[config.mk]
export PLATFORM = sky130hd
export DESIGN_NAME = instr_sequencer_flat
export DESIGN_NICKNAME = d
export VERILOG_FILES = /design/src/rtl/instr_sequencer_if.sv /design/src/rtl/instr_sequencer.sv /design/src/flat_wrapper.sv
export SDC_FILE = /design/constraint.sdc
export NUM_CORES = 1
export LEC_CHECK = 0
export BUFFER_PORTS_ARGS = -buffer_cell sky130_fd_sc_hd__buf_2
export CAP_MARGIN = 20
export CELL_PAD_IN_SITES_DETAIL_PLACEMENT = 1
export CELL_PAD_IN_SITES_GLOBAL_PLACEMENT = 2
export CORE_MARGIN = 8
export CORE_UTILIZATION = 34
export CTS_BUF_LIST = sky130_fd_sc_hd__clkbuf_2
export DETAILED_ROUTE_END_ITERATION = 10
export MAX_ROUTING_LAYER = met4
export PLACE_DENSITY_LB_ADDON = 0.1
export RECOVER_POWER = 25
export SYNTH_ARGS = -nofsm -noshare
export SYNTH_HDL_FRONTEND = slang
export SYNTH_SLANG_ARGS = --single-unit
export TNS_END_PERCENT = 10
[constraint.sdc]
create_clock -name clk -period 2.8 [get_ports clk]
set_clock_uncertainty 0.1 [all_clocks]
set_input_delay 0 -clock clk [delete_from_list [all_inputs] [get_ports clk]]
set_output_delay 0 -clock clk [all_outputs]
set_load 0.02 [all_outputs]
[src/rtl/instr_sequencer_if.sv]
// Instruction sequencer bus bundle.
// Carries the run request, the instruction-memory and data-memory
// handshakes, and the decoded fields and status flags produced by the
// sequencer.
//   master : the sequencer side (drives requests, pc, decode fields, status)
//   slave  : the memory / control side (drives run, acks and read data)
interface instr_sequencer_if;
  logic       run;
  logic       imem_req;
  logic       imem_ack;
  logic [7:0] imem_rdata;
  logic [7:0] pc;
  logic       dmem_req;
  logic       dmem_we;
  logic       dmem_ack;
  logic [7:0] dmem_rdata;
  logic [7:0] dmem_addr;
  logic [7:0] load_data;
  logic [2:0] opcode;
  logic [1:0] rd_sel;
  logic [1:0] rs_sel;
  logic       reg_wr_en;
  logic       busy;
  logic       instr_done;

  modport master (
    input  run, imem_ack, imem_rdata, dmem_ack, dmem_rdata,
    output imem_req, pc, dmem_req, dmem_we, dmem_addr, load_data,
           opcode, rd_sel, rs_sel, reg_wr_en, busy, instr_done
  );

  modport slave (
    output run, imem_ack, imem_rdata, dmem_ack, dmem_rdata,
    input  imem_req, pc, dmem_req, dmem_we, dmem_addr, load_data,
           opcode, rd_sel, rs_sel, reg_wr_en, busy, instr_done
  );
endinterface

[src/rtl/instr_sequencer.sv]
// Instruction sequencer.
// Fetches one instruction byte per instruction from instruction memory,
// decodes it, fetches a second operand byte for load/store, performs the
// data-memory access and retires through a one-cycle write-back.
// Ports:
//   clk   : single clock, all state changes on its rising edge
//   rst_n : asynchronous active-low reset
//   bus   : instr_sequencer_if master modport (run, imem/dmem handshakes,
//           pc, dmem_addr, load_data, opcode/rd_sel/rs_sel, reg_wr_en,
//           busy, instr_done)
module instr_sequencer #(
  parameter logic [7:0] RESET_PC = 8'h00
) (
  input  logic               clk,
  input  logic               rst_n,
  instr_sequencer_if.master  bus
);

  typedef enum logic [2:0] {
    IDLE,
    FETCH,
    DECODE,
    FETCH2,
    MEM,
    WB
  } state_e;

  localparam logic [2:0] OP_LOAD  = 3'b000;
  localparam logic [2:0] OP_STORE = 3'b111;

  state_e     state_q, state_d;
  logic [7:0] pc_q, pc_d;
  // IR bit 0 carries no decode meaning, so only bits 7:1 are kept.
  logic [7:1] ir_q, ir_d;
  logic [7:0] dmem_addr_q, dmem_addr_d;
  logic [7:0] load_data_q, load_data_d;

  logic imem_req;
  logic dmem_req;
  logic dmem_we;
  logic reg_wr_en;
  logic instr_done;
  logic is_mem;
  logic is_store;

  assign is_store = (ir_q[7:5] == OP_STORE);
  assign is_mem   = (ir_q[7:5] == OP_LOAD) || is_store;

  always_ff @(posedge clk or negedge rst_n) begin
    if (!rst_n) begin
      state_q     <= IDLE;
      pc_q        <= RESET_PC;
      ir_q        <= '0;
      dmem_addr_q <= 8'h00;
      load_data_q <= 8'h00;
    end else begin
      state_q     <= state_d;
      pc_q        <= pc_d;
      ir_q        <= ir_d;
      dmem_addr_q <= dmem_addr_d;
      load_data_q <= load_data_d;
    end
  end

  always_comb begin
    state_d     = state_q;
    pc_d        = pc_q;
    ir_d        = ir_q;
    dmem_addr_d = dmem_addr_q;
    load_data_d = load_data_q;
    imem_req    = 1'b0;
    dmem_req    = 1'b0;
    dmem_we     = 1'b0;
    reg_wr_en   = 1'b0;
    instr_done  = 1'b0;

    case (state_q)
      IDLE: begin
        if (bus.run) begin
          state_d = FETCH;
        end
      end

      FETCH: begin
        imem_req = 1'b1;
        if (bus.imem_ack) begin
          ir_d    = bus.imem_rdata[7:1];
          pc_d    = pc_q + 8'd1;
          state_d = DECODE;
        end
      end

      DECODE: begin
        state_d = is_mem ? FETCH2 : WB;
      end

      FETCH2: begin
        imem_req = 1'b1;
        if (bus.imem_ack) begin
          dmem_addr_d = bus.imem_rdata;
          pc_d        = pc_q + 8'd1;
          state_d     = MEM;
        end
      end

      MEM: begin
        dmem_req = 1'b1;
        dmem_we  = is_store;
        if (bus.dmem_ack) begin
          if (is_store) begin
            // A store retires directly from its acked MEM cycle.
            instr_done = 1'b1;
            state_d    = bus.run ? FETCH : IDLE;
          end else begin
            load_data_d = bus.dmem_rdata;
            state_d     = WB;
          end
        end
      end

      WB: begin
        reg_wr_en  = 1'b1;
        instr_done = 1'b1;
        state_d    = bus.run ? FETCH : IDLE;
      end

      default: begin
        state_d = IDLE;
      end
    endcase
  end

  assign bus.imem_req   = imem_req;
  assign bus.dmem_req   = dmem_req;
  assign bus.dmem_we    = dmem_we;
  assign bus.reg_wr_en  = reg_wr_en;
  assign bus.instr_done = instr_done;
  assign bus.busy       = (state_q != IDLE);
  assign bus.pc         = pc_q;
  assign bus.dmem_addr  = dmem_addr_q;
  assign bus.load_data  = load_data_q;
  assign bus.opcode     = ir_q[7:5];
  assign bus.rd_sel     = ir_q[4:3];
  assign bus.rs_sel     = ir_q[2:1];

endmodule

[src/flat_wrapper.sv]
// flat-port wrapper written by rule: the top's interface ports become plain ports
module instr_sequencer_flat 
#(
  parameter logic [7:0] RESET_PC = 8'h00
)
  (clk, rst_n, bus_run, bus_imem_ack, bus_imem_rdata, bus_dmem_ack, bus_dmem_rdata, bus_imem_req, bus_pc, bus_dmem_req, bus_dmem_we, bus_dmem_addr, bus_load_data, bus_opcode, bus_rd_sel, bus_rs_sel, bus_reg_wr_en, bus_busy, bus_instr_done);
  instr_sequencer_if bus_i ();
  input  logic clk;
  input  logic rst_n;
  input wire logic [$bits(bus_i.run)-1:0] bus_run;
  input wire logic [$bits(bus_i.imem_ack)-1:0] bus_imem_ack;
  input wire logic [$bits(bus_i.imem_rdata)-1:0] bus_imem_rdata;
  input wire logic [$bits(bus_i.dmem_ack)-1:0] bus_dmem_ack;
  input wire logic [$bits(bus_i.dmem_rdata)-1:0] bus_dmem_rdata;
  output wire logic [$bits(bus_i.imem_req)-1:0] bus_imem_req;
  output wire logic [$bits(bus_i.pc)-1:0] bus_pc;
  output wire logic [$bits(bus_i.dmem_req)-1:0] bus_dmem_req;
  output wire logic [$bits(bus_i.dmem_we)-1:0] bus_dmem_we;
  output wire logic [$bits(bus_i.dmem_addr)-1:0] bus_dmem_addr;
  output wire logic [$bits(bus_i.load_data)-1:0] bus_load_data;
  output wire logic [$bits(bus_i.opcode)-1:0] bus_opcode;
  output wire logic [$bits(bus_i.rd_sel)-1:0] bus_rd_sel;
  output wire logic [$bits(bus_i.rs_sel)-1:0] bus_rs_sel;
  output wire logic [$bits(bus_i.reg_wr_en)-1:0] bus_reg_wr_en;
  output wire logic [$bits(bus_i.busy)-1:0] bus_busy;
  output wire logic [$bits(bus_i.instr_done)-1:0] bus_instr_done;
  assign bus_i.run = bus_run;
  assign bus_i.imem_ack = bus_imem_ack;
  assign bus_i.imem_rdata = bus_imem_rdata;
  assign bus_i.dmem_ack = bus_dmem_ack;
  assign bus_i.dmem_rdata = bus_dmem_rdata;
  assign bus_imem_req = bus_i.imem_req;
  assign bus_pc = bus_i.pc;
  assign bus_dmem_req = bus_i.dmem_req;
  assign bus_dmem_we = bus_i.dmem_we;
  assign bus_dmem_addr = bus_i.dmem_addr;
  assign bus_load_data = bus_i.load_data;
  assign bus_opcode = bus_i.opcode;
  assign bus_rd_sel = bus_i.rd_sel;
  assign bus_rs_sel = bus_i.rs_sel;
  assign bus_reg_wr_en = bus_i.reg_wr_en;
  assign bus_busy = bus_i.busy;
  assign bus_instr_done = bus_i.instr_done;
  instr_sequencer #(.RESET_PC(RESET_PC)) u_core (.clk(clk), .rst_n(rst_n), .bus(bus_i));
endmodule
==> results of run 1 <==
cells by family (layout without fill, tap and decap cells):
logic type / count (synthesis) / count (layout) / synth area share, %
xor+xnor: 8 / 8 / 4.72
compound gates: 7 / 7 / 3.46
buf+inv: 4 / 95 / 1.43
simple gates: 34 / 34 / 14.8
fa+ha+maj: 1 / 1 / 0.843
flops: 34 / 34 / 57.3
mux: 23 / 23 / 17.5
metal layers:
| layer | up-vias | GRT usage (%) |
|---|---|---|
| li1 | 574 | - |
| met1 | 593 | 15.2 |
| met3 | 2 | 5.36 |
| met5 | - | - |
| met4 | 0 | 4.74 |
| met2 | 30 | 22.4 |
synthesized netlist by cell type, drive strengths merged:
master	instances	area [um^2]
a2111oi	1	8.76
a21oi	2	10.0
a221o	1	10.0
a221oi	1	8.76
and2	2	12.5
and2b	2	15.0
and3	2	12.5
and3b	1	10.0
buf	3	17.5
dfrtp	34	851
ha	1	12.5
inv	1	3.75
mux2	23	259
nand2	8	32.5
nand3	3	27.5
nand3b	1	7.51
nand4	3	18.8
nor2	3	13.8
nor2b	3	18.8
nor3	3	15.0
nor3b	1	18.8
nor4bb	1	10.0
o21ai	1	5.00
o2bb2ai	1	8.76
or3	1	6.26
xnor2	4	35.0
xor2	4	35.0
path summary, 6_finish.rpt:
path	startpoint	endpoint	slack, ns	cells past startpoint
setup reg to reg	u_core.state_q[1]$_DFFE_PN0P_	u_core.bus.load_data[2]$_DFFE_PN0P_	0.64	4
setup / recovery	u_core.state_q[1]$_DFFE_PN0P_	u_core.bus.load_data[2]$_DFFE_PN0P_	0.64	4
hold / removal	bus_imem_rdata[0]	u_core.bus.dmem_addr[0]$_DFFE_PN0P_	0.30	3
max in group asynchronous	rst_n	u_core.ir_q[6]$_DFFE_PN0P_	0.96	2
min in group asynchronous	rst_n	u_core.ir_q[2]$_DFFE_PN0P_	0.57	2
hold reg to reg	u_core.bus.pc[7]$_DFFE_PN0P_	u_core.bus.pc[7]$_DFFE_PN0P_	0.39	1
flip-flops by register name, summed over array words and instances (netlist names):
register              count
u_core.bus.load_data      8
u_core.state_q            3
u_core.bus.pc             8
u_core.ir_q               7
u_core.bus.dmem_addr      8
final cells by class:
class / instances / share of cell area (%)
timing repair buffer: 86 / 26.8
sequential: 34 / 39.7
multi-input combinational: 73 / 28.5
clock inverter: 2 / 0.408
inverter: 1 / 0.175
tap: 52 / 3.03
clock buffer: 6 / 1.40
report_power, final:
part | internal [W] | switching [W]
sequential | 0.000707 | 0.000193
clock | 0.0000614 | 0.000161
combinational | 0.000521 | 0.000594
total | 0.00129 | 0.000948
stage by stage:
step	instance area (um^2)	util (%)	std cells	power (W)
final	2140	49.9	254	0.00224
after global routing	2140	49.9	254	0.00243
after CTS	2150	50.0	254	0.00227
after detailed placement	1820	42.3	217	0.00192
after global placement	1820	42.3	217	0.00189
after floorplan	1480	-	111	0.00156
what timing repair did:
item | CTS | global route
endpoints found under the hold margin | 61 | 0
hold buffers | 29 | 0
setup endpoints to repair | 0 | 0
resized for setup | 0 | 0
worst max-delay path, delay by kind of cell (launching register included):
family	cells	cell delay, ns
buffers and inverters	1	0.56
DFF	1	0.56
muxes	1	0.31
and+or+nand+nor	2	0.53
==> reports/results.txt, run 1 <==
Status - finished, violations left
Violated checks - capacitance limit, slew limit
Via count - 1199
Io pins - 58
Fin nets - 223
Syn Nets - 133
First-pass GRT wire length - 6690 um
Storage element area - 851 um^2
Hold Violations, Final - 0
CORE AREA - 4290 um^2
Seq/Total Area, Yosys - 57.3%
Setup_tns - 0 ns
HP Class - input pin to register
Postcts setup bufs - 0
Horiz. Die Dim - 82.1 um
Clk buf depth - 2
Most frequent cells in the layout - buf_2, dfrtp_1, dlygate4sd3_1
Critical-path maximum fanout - 10
Post-layout min period - 2.16 ns
DRT Pass-1 Iters - 4
Setup crit end kind - register
GR Util All Layers - 13.8%
Gate Count Post-Synth - 111
DP HPWL - 2880 um
DIE HEIGHT - 82.1 um
Period utilization - 77.1%
Routed wl met3 - 214 um
Initial Util - 34.6%
Vias per cell - 4.72
Die area - 6730 um^2
Clk Tree Root Cell - clkbuf_2
Required time worst endpoint - 2.98 ns
Pre-CTS setup slack - 0.978 ns
Syn-to-layout area delta - 44.5%
Synth warn - 0
Unique cell type count in the Yosys netlist - 31
Overflow after GRT - 0
First DRT Iteration DRCs - 29
Antenna diode count - 0
#FFs+latches synth - 34
Critical path's slowest cell - dfrtp_1
CTS Buf Count - 5
Clock net sink count - 34
Critical path class - register to register
Row cnt - 24
Slew Viols, Final - 35
Mapped cell area - 1480 um^2
Met2 WL - 2120 um
Max Cap Viol - 1
Area of the multi-input gates - 612 um^2
Clk_lat worst skew - 0.37 ns
Final ANT Viol Nets - 0
DR WL/cell - 15.8 um
TritonCTS clock tree - built
Final setup viols - 0
Slew margin rel. - -25.4%
Final worst setup slack - 0.641 ns
F_max - 463 MHz
Hold WS - 0.299 ns
Power per cell area - 1040 nW/um^2
CP max stage delay - 0.56 ns
CP Cell Sequence - nor3b_4 > nand3_4 > mux2_2 > dlygate4sd3_1
Highest metal used - met4
Metal-1 WL - 1670 um
Vias in the first global route - 1322
Leakage power - 1.06 nW
Avg Inst Size Synth - 13.4 um^2
Share of layout cells above drive strength 1 - 45.0%
Max IR drop VDD - 0.000441 V
Least-Margin Pin Slew - 1.88 ns
RSZ-0062 raised after global routing - false
Most common cell after layout, fill and taps aside - buf_2
H-Tree Depth - 2
Clk slew on worst S/H paths - 0.17 ns
# fillers - 475
Initial antenna violation count - 0
Post-Route WL - 4020 um
GP Congestion - 0.706
PortBufs - 57
Worst Path Arrival - 2.34 ns
Pin count of the biggest net entering global routing - 35
Remaining DRCs - 0
Startpoint Class - register
Power figures use the tool's default switching activity.
==> inputs of run 2 (changes only) <==
--- a/config.mk
+++ b/config.mk
@@ -5,12 +5,13 @@
 export SDC_FILE = /design/constraint.sdc
 export NUM_CORES = 1
 export LEC_CHECK = 0
+export ABC_AREA = 1
 export BUFFER_PORTS_ARGS = -buffer_cell sky130_fd_sc_hd__buf_2
 export CAP_MARGIN = 20
 export CELL_PAD_IN_SITES_DETAIL_PLACEMENT = 1
 export CELL_PAD_IN_SITES_GLOBAL_PLACEMENT = 2
 export CORE_MARGIN = 8
-export CORE_UTILIZATION = 34
+export CORE_UTILIZATION = 30
 export CTS_BUF_LIST = sky130_fd_sc_hd__clkbuf_2
 export DETAILED_ROUTE_END_ITERATION = 10
 export MAX_ROUTING_LAYER = met4
==> constraint.sdc (replaced) <==
create_clock -name clk -period 2.1 [get_ports clk]
set_clock_uncertainty 0.1 [all_clocks]
set_input_delay 0 -clock clk [delete_from_list [all_inputs] [get_ports clk]]
set_output_delay 0 -clock clk [all_outputs]
set_load 0.02 [all_outputs]
==> run 2 against run 1 <==
The flow now finishes without violations. Final cell count grew 34%. Synthesized cell count is 60% higher. Utilization fell by 7.1 points. Critical path depth rose by 2. Final area grew 8.7%.
==> reports/results.txt, run 2 <==
Worst setup path end - u_core.bus.load_data[4]$_DFFE_PN0P_
Required time worst endpoint - 2.28 ns (-0.70 ns)
Share of layout cells above drive strength 1 - 35.3% (-9.7 points)
Vias per cell - 4.41 (-6.6%)
Reg-to-Reg Start - u_core.ir_q[7]$_DFFE_PN0P_
Most common cell after layout, fill and taps aside - nand2_1
GP Congestion - 0.826 (+17%)
Slew margin rel. - 43.0% (+68 points)
First DRT Iteration DRCs - 61 (+110%)
CP startpoint - u_core.ir_q[7]$_DFFE_PN0P_
Pre-CTS setup slack - 0.600 ns (-0.378 ns)
RSZ-0062 raised after global routing - false
Least-Margin Pin Slew - 0.856 ns (-1.03 ns)
Startpoint Class - register
Status - complete, no violations
Crit path max-delay family - simple AND/OR/NAND/NOR gates
Most instantiated library cell after synthesis - nand2_1
Syn Nets - 200 (+50%)
Crit path buf inv count - 2 (+1)
H-Tree Depth - 2 (unchanged)
Mapped cell area - 1660 um^2 (+12%)
First-pass GRT wire length - 8090 um (+21%)
Seq/Total Area, Yosys - 51.2% (-6.2 points)
Overflow after GRT - 0 (unchanged)
Gate power share - 50.8% (+0.9 points)
Max IR drop VDD - 0.000641 V (+45%)
Worst r2r path cells - 6 (+2)
Via count - 1503 (+25%)
Clock net sink count - 34 (unchanged)
Hold WS - 0.152 ns (-0.146 ns)
#FFs+latches synth - 34 (unchanged)
Io pins - 58 (unchanged)
Post-route cell area - 2330 um^2 (+8.7%)
Hold Violations, Final - 0 (unchanged)
Gate Count Post-Synth - 178 (+60%)
CTS Buf Count - 5 (unchanged)
Synth top cells by count - nand2_1, dfrtp_1, nand3_1, inv_1, o21ai_2
Final worst setup slack - 0.134 ns (-0.507 ns)
DP HPWL - 3390 um (+18%)
Remaining DRCs - 0 (unchanged)
Placed cells - 304 (+40%)
CP Depth - 6 (+2)
Clk Tree Root Cell - clkbuf_2
Slew Viols, Final - 0 (-100%)
Post-layout min period - 1.97 ns (-0.193 ns)
Setup_tns - 0 ns (unchanged)
Vias in the first global route - 1783 (+35%)
Critical path class - register to register
Post-cts resize count - 0 (unchanged)
Synth area leaders - dfrtp_1, nand2_1, o21ai_2, nand3_1, inv_1
GR Util All Layers - 12.3% (-1.5 points)
Final ANT Viol Nets - 0 (unchanged)
CP max stage delay - 0.57 ns (about the same)
Sw frac - 48.6% (+6.2 points)
Clk slew on worst S/H paths - 0.18 ns (about the same)
Initial antenna violation count - 0 (unchanged)
Pin count of the biggest net entering global routing - 35 (unchanged)
Final setup viols - 0 (unchanged)
TritonCTS clock tree - built
Clk_lat worst skew - 0.37 ns (about the same)
Leakage power - 1.22 nW (+15%)
Row cnt - 27 (+13%)
Top FF cell, synth - dfrtp_1
Yosys top cell area share - 51.2% (-6.2 points)
DRT Pass-1 Iters - 4 (unchanged)
Critical-path maximum fanout - 10 (unchanged)
Avg Inst Size Synth - 9.34 um^2 (-30%)
Horiz. Die Dim - 90.5 um (+10%)
CP Cell Sequence - inv_1 > nor2_1 > nor2_8 > nand3_1 > dlygate4sd3_1 > nand2_1
Unique cell type count in the Yosys netlist - 25 (-19%)
Initial Util - 30.6% (-4.0 points)
Number of flops mapped to enable cells by yosys - 0 (unchanged)
DP Area - 2000 um^2 (+10%)
DIE HEIGHT - 90.5 um (+10%)
Synth warn - 0 (unchanged)
Setup crit end kind - register
Worst Path Arrival - 2.14 ns (-0.20 ns)
Seq pwr share - 39.0% (-1.2 points)
Antenna diode count - 0 (unchanged)
R2R Path End - u_core.bus.load_data[4]$_DFFE_PN0P_
PortBufs - 57 (unchanged)
Clk buf depth - 2 (unchanged)
F_max - 509 MHz (+9.8%)
CORE AREA - 5440 um^2 (+27%)
Finished Layout Cells - 341 (+34%)
Power per cell area - 1280 nW/um^2 (+22%)
Critical path's slowest cell - dlygate4sd3_1
Area leader, netlist - dfrtp_1
Fin nets - 290 (+30%)
DR WL/cell - 13.8 um (-13%)
Max Cap Viol - 0 (-1)
HP Class - input pin to asynchronous set/reset pin
Most frequent cells in the layout - nand2_1, buf_2, dfrtp_1
Period utilization - 93.6% (+16 points)
Postcts setup bufs - 0 (unchanged)
Die area - 8180 um^2 (+21%)
# fillers - 665 (+40%)
Post-Route WL - 4690 um (+17%)
Switching power total - 0.00145 W (+52%)
Clock power frac - 10.2% (+0.3 points)
Internal - 0.00153 W (+19%)
Reg2reg setup slack - 0.13 ns (-0.51 ns)
Syn-to-layout area delta - 40.2%
Asr flop ratio synth - 100% (unchanged)
-- run 2: worst min-delay path by stage --
| stage | start | to | slack [ns] | cells past startpoint |
|---|---|---|---|---|
| 2_1_floorplan | rst_n | u_core.bus.dmem_addr[0]$_DFFE_PN0P_ | -0.40 | 0 |
| 3_3_place_gp | rst_n | u_core.bus.pc[5]$_DFFE_PN0P_ | 0.02 | 1 |
| 3_5_place_dp | rst_n | u_core.bus.pc[7]$_DFFE_PN0P_ | 0.02 | 1 |
| 4_1_cts | rst_n | u_core.ir_q[2]$_DFFE_PN0P_ | 0.11 | 2 |
| 5_1_grt | rst_n | u_core.bus.pc[7]$_DFFE_PN0P_ | 0.17 | 2 |
| 6_report | rst_n | u_core.bus.pc[7]$_DFFE_PN0P_ | 0.15 | 2 |
-- run 2: stage by stage --
stage                     util, %  power (W)
after floorplan                 -    0.00218
final                        42.9    0.00297
after detailed placement     36.8    0.00266
after global placement       36.8    0.00262
after CTS                    42.9    0.00302
after global routing         42.9    0.00323
-- run 2: area by class of cell --
type                       instances  area, um^2  share of cell area (%)
inverter                          18        75.1                    3.22
timing repair buffer              86         576                    24.7
clock buffer                       5        25.0                    1.07
tap                               72        90.1                    3.86
clock inverter                     3        16.3                   0.698
sequential                        34         851                    36.5
multi-input combinational        123         698                    30.0
-- run 2: cells by family (layout without fill, tap and decap cells) --
| group | Yosys count | after routing | synth area share (%) |
|---|---|---|---|
| AO/OA/AOI/OAI | 16 | 16 | 7.98 |
| XOR/XNOR | 5 | 5 | 2.63 |
| adder cells (fa/ha/maj) | 1 | 1 | 0.752 |
| buffers and inverters | 21 | 112 | 6.85 |
| flip-flops | 34 | 34 | 51.2 |
| AND/OR/NAND/NOR | 101 | 101 | 30.6 |
-- run 2: power groups by stage --
stage / clock (W) / sequential [W] / combinational [W]
2_1_floorplan: 0 / 0.00146 / 0.000723
3_3_place_gp: 0 / 0.00116 / 0.00146
3_5_place_dp: 0 / 0.00118 / 0.00149
4_1_cts: 0.000327 / 0.00116 / 0.00153
5_1_grt: 0.000360 / 0.00120 / 0.00167
6_report: 0.000304 / 0.00116 / 0.00151
-- run 2: per-layer routing --
metal  track usage (%)  vias to the layer above  wire [um]  share of wire, %
li1                  -                      739          -                 -
met1              12.3                      718       1930                41
met2              22.5                       39       2470                53
met3              4.16                        7        245               5.2
met4              3.19                        0         51               1.1
met5                 -                        -          0                 0
-- run 2: what timing repair did --
action                                  in CTS  in global routing
endpoints found under the setup margin       0                  0
endpoints found under the hold margin       65                  0
hold buffers                                29                  0
==> inputs of run 3 (changes only) <==
--- a/config.mk
+++ b/config.mk
@@ -11,7 +11,7 @@
 export CELL_PAD_IN_SITES_DETAIL_PLACEMENT = 1
 export CELL_PAD_IN_SITES_GLOBAL_PLACEMENT = 2
 export CORE_MARGIN = 8
-export CORE_UTILIZATION = 30
+export CORE_UTILIZATION = 32
 export CTS_BUF_LIST = sky130_fd_sc_hd__clkbuf_2
 export DETAILED_ROUTE_END_ITERATION = 10
 export MAX_ROUTING_LAYER = met4
==> constraint.sdc (replaced) <==
create_clock -name clk -period 2.55 [get_ports clk]
set_clock_uncertainty 0.1 [all_clocks]
set_input_delay 0 -clock clk [delete_from_list [all_inputs] [get_ports clk]]
set_output_delay 0 -clock clk [all_outputs]
set_load 0.02 [all_outputs]
==> run 3 against run 2 <==
The run now ends with capacitance limit, slew limit left. Global-route usage up 1.6 points. Sequential share of layout area shrank 1.5 points. Critical path depth grew 1. Final area up 4.5%. Setup slack better by 0.0053 ns. Clock power is 19% higher.
==> reports/results.txt, run 3 (synthesis gave the netlist of run 2 again) <==
Share of layout cells above drive strength 1 - 35.0% (-0.30 points)
Power Total - 0.00266 W (-11%)
Critical path class - register to register
Io pins - 58 (unchanged)
Postcts setup bufs - 0 (unchanged)
CORE AREA - 5070 um^2 (-6.7%)
DP HPWL - 3310 um (-2.5%)
TritonCTS clock tree - built
Least-Margin Pin Slew - 1.86 ns (+1.01 ns)
GR Util All Layers - 14.0% (+1.6 points)
Antenna diode count - 0 (unchanged)
Syn-to-layout area delta - 46.4%
Horiz. Die Dim - 88.1 um (-2.6%)
Seq pwr share - 36.0% (-3.0 points)
PortBufs - 57 (unchanged)
DR WL/cell - 13.8 um (+0.55%)
Final ANT Viol Nets - 0 (unchanged)
Row cnt - 26 (-3.7%)
GP Congestion - 0.735 (-11%)
Required time worst endpoint - 2.78 ns (+0.50 ns)
Post-layout min period - 2.41 ns (+0.445 ns)
Remaining DRCs - 0 (unchanged)
Pin count of the biggest net entering global routing - 35 (unchanged)
Violated checks - capacitance limit, slew limit
Internal - 0.00146 W (-4.8%)
Critical-path maximum fanout - 10 (unchanged)
F_max - 415 MHz (-18%)
Period utilization - 94.5% (+0.92 points)
Sw frac - 45.2% (-3.4 points)
CTS Buf Count - 5 (unchanged)
Power per cell area - 1090 nW/um^2 (-14%)
DP Area - 2000 um^2 (-0.13%)
Slew Viols, Final - 35 (+35)
First-pass GRT wire length - 8160 um (+0.85%)
Clk slew on worst S/H paths - 0.18 ns (about the same)
Clock power frac - 13.6% (+3.4 points)
Vias per cell - 4.42 (+0.36%)
HP Class - input pin to register
RSZ-0062 raised after global routing - false
Initial Util - 32.8% (+2.2 points)
Leakage power - 1.27 nW (+4.5%)
DRT Pass-1 Iters - 4 (unchanged)
Setup crit end kind - register
Vias in the first global route - 1705 (-4.4%)
Switching power total - 0.00120 W (-17%)
DIE HEIGHT - 88.1 um (-2.6%)
First DRT Iteration DRCs - 65 (+6.6%)
Most frequent cells in the layout - nand2_1, buf_2, dlygate4sd3_1
Startpoint Class - register
Setup_tns - 0 ns (unchanged)
Clock net sink count - 34 (unchanged)
Clk_lat worst skew - 0.37 ns (about the same)
Clk Tree Root Cell - clkbuf_2
Clk buf depth - 2 (unchanged)
Hold Violations, Final - 0 (unchanged)
Final setup viols - 0 (unchanged)
Die area - 7760 um^2 (-5.2%)
Max Cap Viol - 1 (+1)
Post-route cell area - 2430 um^2 (+4.5%)
Fin nets - 298 (+2.8%)
Gate power share - 50.4% (-0.4 points)
Hold WS - 0.335 ns (+0.183 ns)
Overflow after GRT - 0 (unchanged)
Post-Route WL - 4800 um (+2.3%)
Slew margin rel. - -24.3% (-67 points)
Worst Path Arrival - 2.64 ns (+0.50 ns)
Most common cell after layout, fill and taps aside - nand2_1
H-Tree Depth - 2 (unchanged)
Initial antenna violation count - 0 (unchanged)
Status - finished, violations left
Via count - 1535 (+2.1%)
Max IR drop VDD - 0.000473 V (-26%)
## run 3: cell count changes in the layout (fill, tap and decap cells not counted)
cell,before,now
bufinv_16,0,1
clkbuf_1,0,1
clkbuf_2,6,7
clkinv_1,1,0
clkinv_2,1,0
clkinvlp_4,1,0
dfrtp_1,34,33
dfrtp_2,0,1
dlygate4sd3_1,29,37
nor2_1,10,9
nor2_2,2,3
## run 3: what timing repair did
item / CTS / global route
hold buffers: 37 / 0
resized for setup: 0 / 2
hold endpoints to repair: 66 / 0
setup endpoints to repair: 0 / 5
## run 3: through the flow
stage                     setup WS (ns)  utilization (%)  instances
final                             0.139             48.0        347
after global routing             0.0240             48.0        347
after CTS                        0.0768             47.9        347
after global placement             1.10             39.3        302
after detailed placement           1.08             39.3        302
after floorplan                    1.13                -        178
## run 3: worst paths after layout
| check | from | endpoint | slack [ns] | cells past startpoint |
|---|---|---|---|---|
| max reg2reg | u_core.state_q[1]$_DFFE_PN0P_ | u_core.bus.load_data[0]$_DFFE_PN0P_ | 0.14 | 7 |
| min reg2reg | u_core.bus.dmem_addr[3]$_DFFE_PN0P_ | u_core.bus.dmem_addr[3]$_DFFE_PN0P_ | 0.41 | 2 |
| max in group asynchronous | rst_n | u_core.state_q[1]$_DFFE_PN0P_ | 0.59 | 2 |
| min | bus_imem_rdata[5] | u_core.ir_q[5]$_DFFE_PN0P_ | 0.34 | 4 |
| max | u_core.state_q[1]$_DFFE_PN0P_ | u_core.bus.load_data[0]$_DFFE_PN0P_ | 0.14 | 7 |
| min in group asynchronous | rst_n | u_core.ir_q[5]$_DFFE_PN0P_ | 0.57 | 2 |
## run 3: power by group through the flow
stage	logic [W]	clock network [W]	registers, W
2_1_floorplan	0.000596	0	0.00120
3_3_place_gp	0.00120	0	0.000953
3_5_place_dp	0.00122	0	0.000970
4_1_cts	0.00135	0.000376	0.000959
5_1_grt	0.00149	0.000402	0.000998
6_report	0.00134	0.000361	0.000957
## run 3: layer usage
metal  track usage, %  vias to the layer above  wire [um]
met3             3.94                        5        227
met5                -                        -          0
li1                 -                      758          -
met4             4.15                        0         50
met1             15.4                      742       2000
met2             23.9                       30       2530
## run 3: layout make-up
type,count,area [um^2]
flip-flops and latches,34,852
fillers,633,2640
clock buffers,7,35.0
well taps,70,87.6
repair buffers,94,654
inverters,18,75.1
multi-input cells,123,701
clock inverters,1,30.0
## run 3: critical path: stages, from the launching register on
cell and delay, ns:
dfrtp_2 0.50, inv_4 0.16, nand3_4 0.13, nor2_8 0.20
nand3_1 0.09, dlygate4sd3_1 0.57, nand2_1 0.07, dlygate4sd3_1 0.55
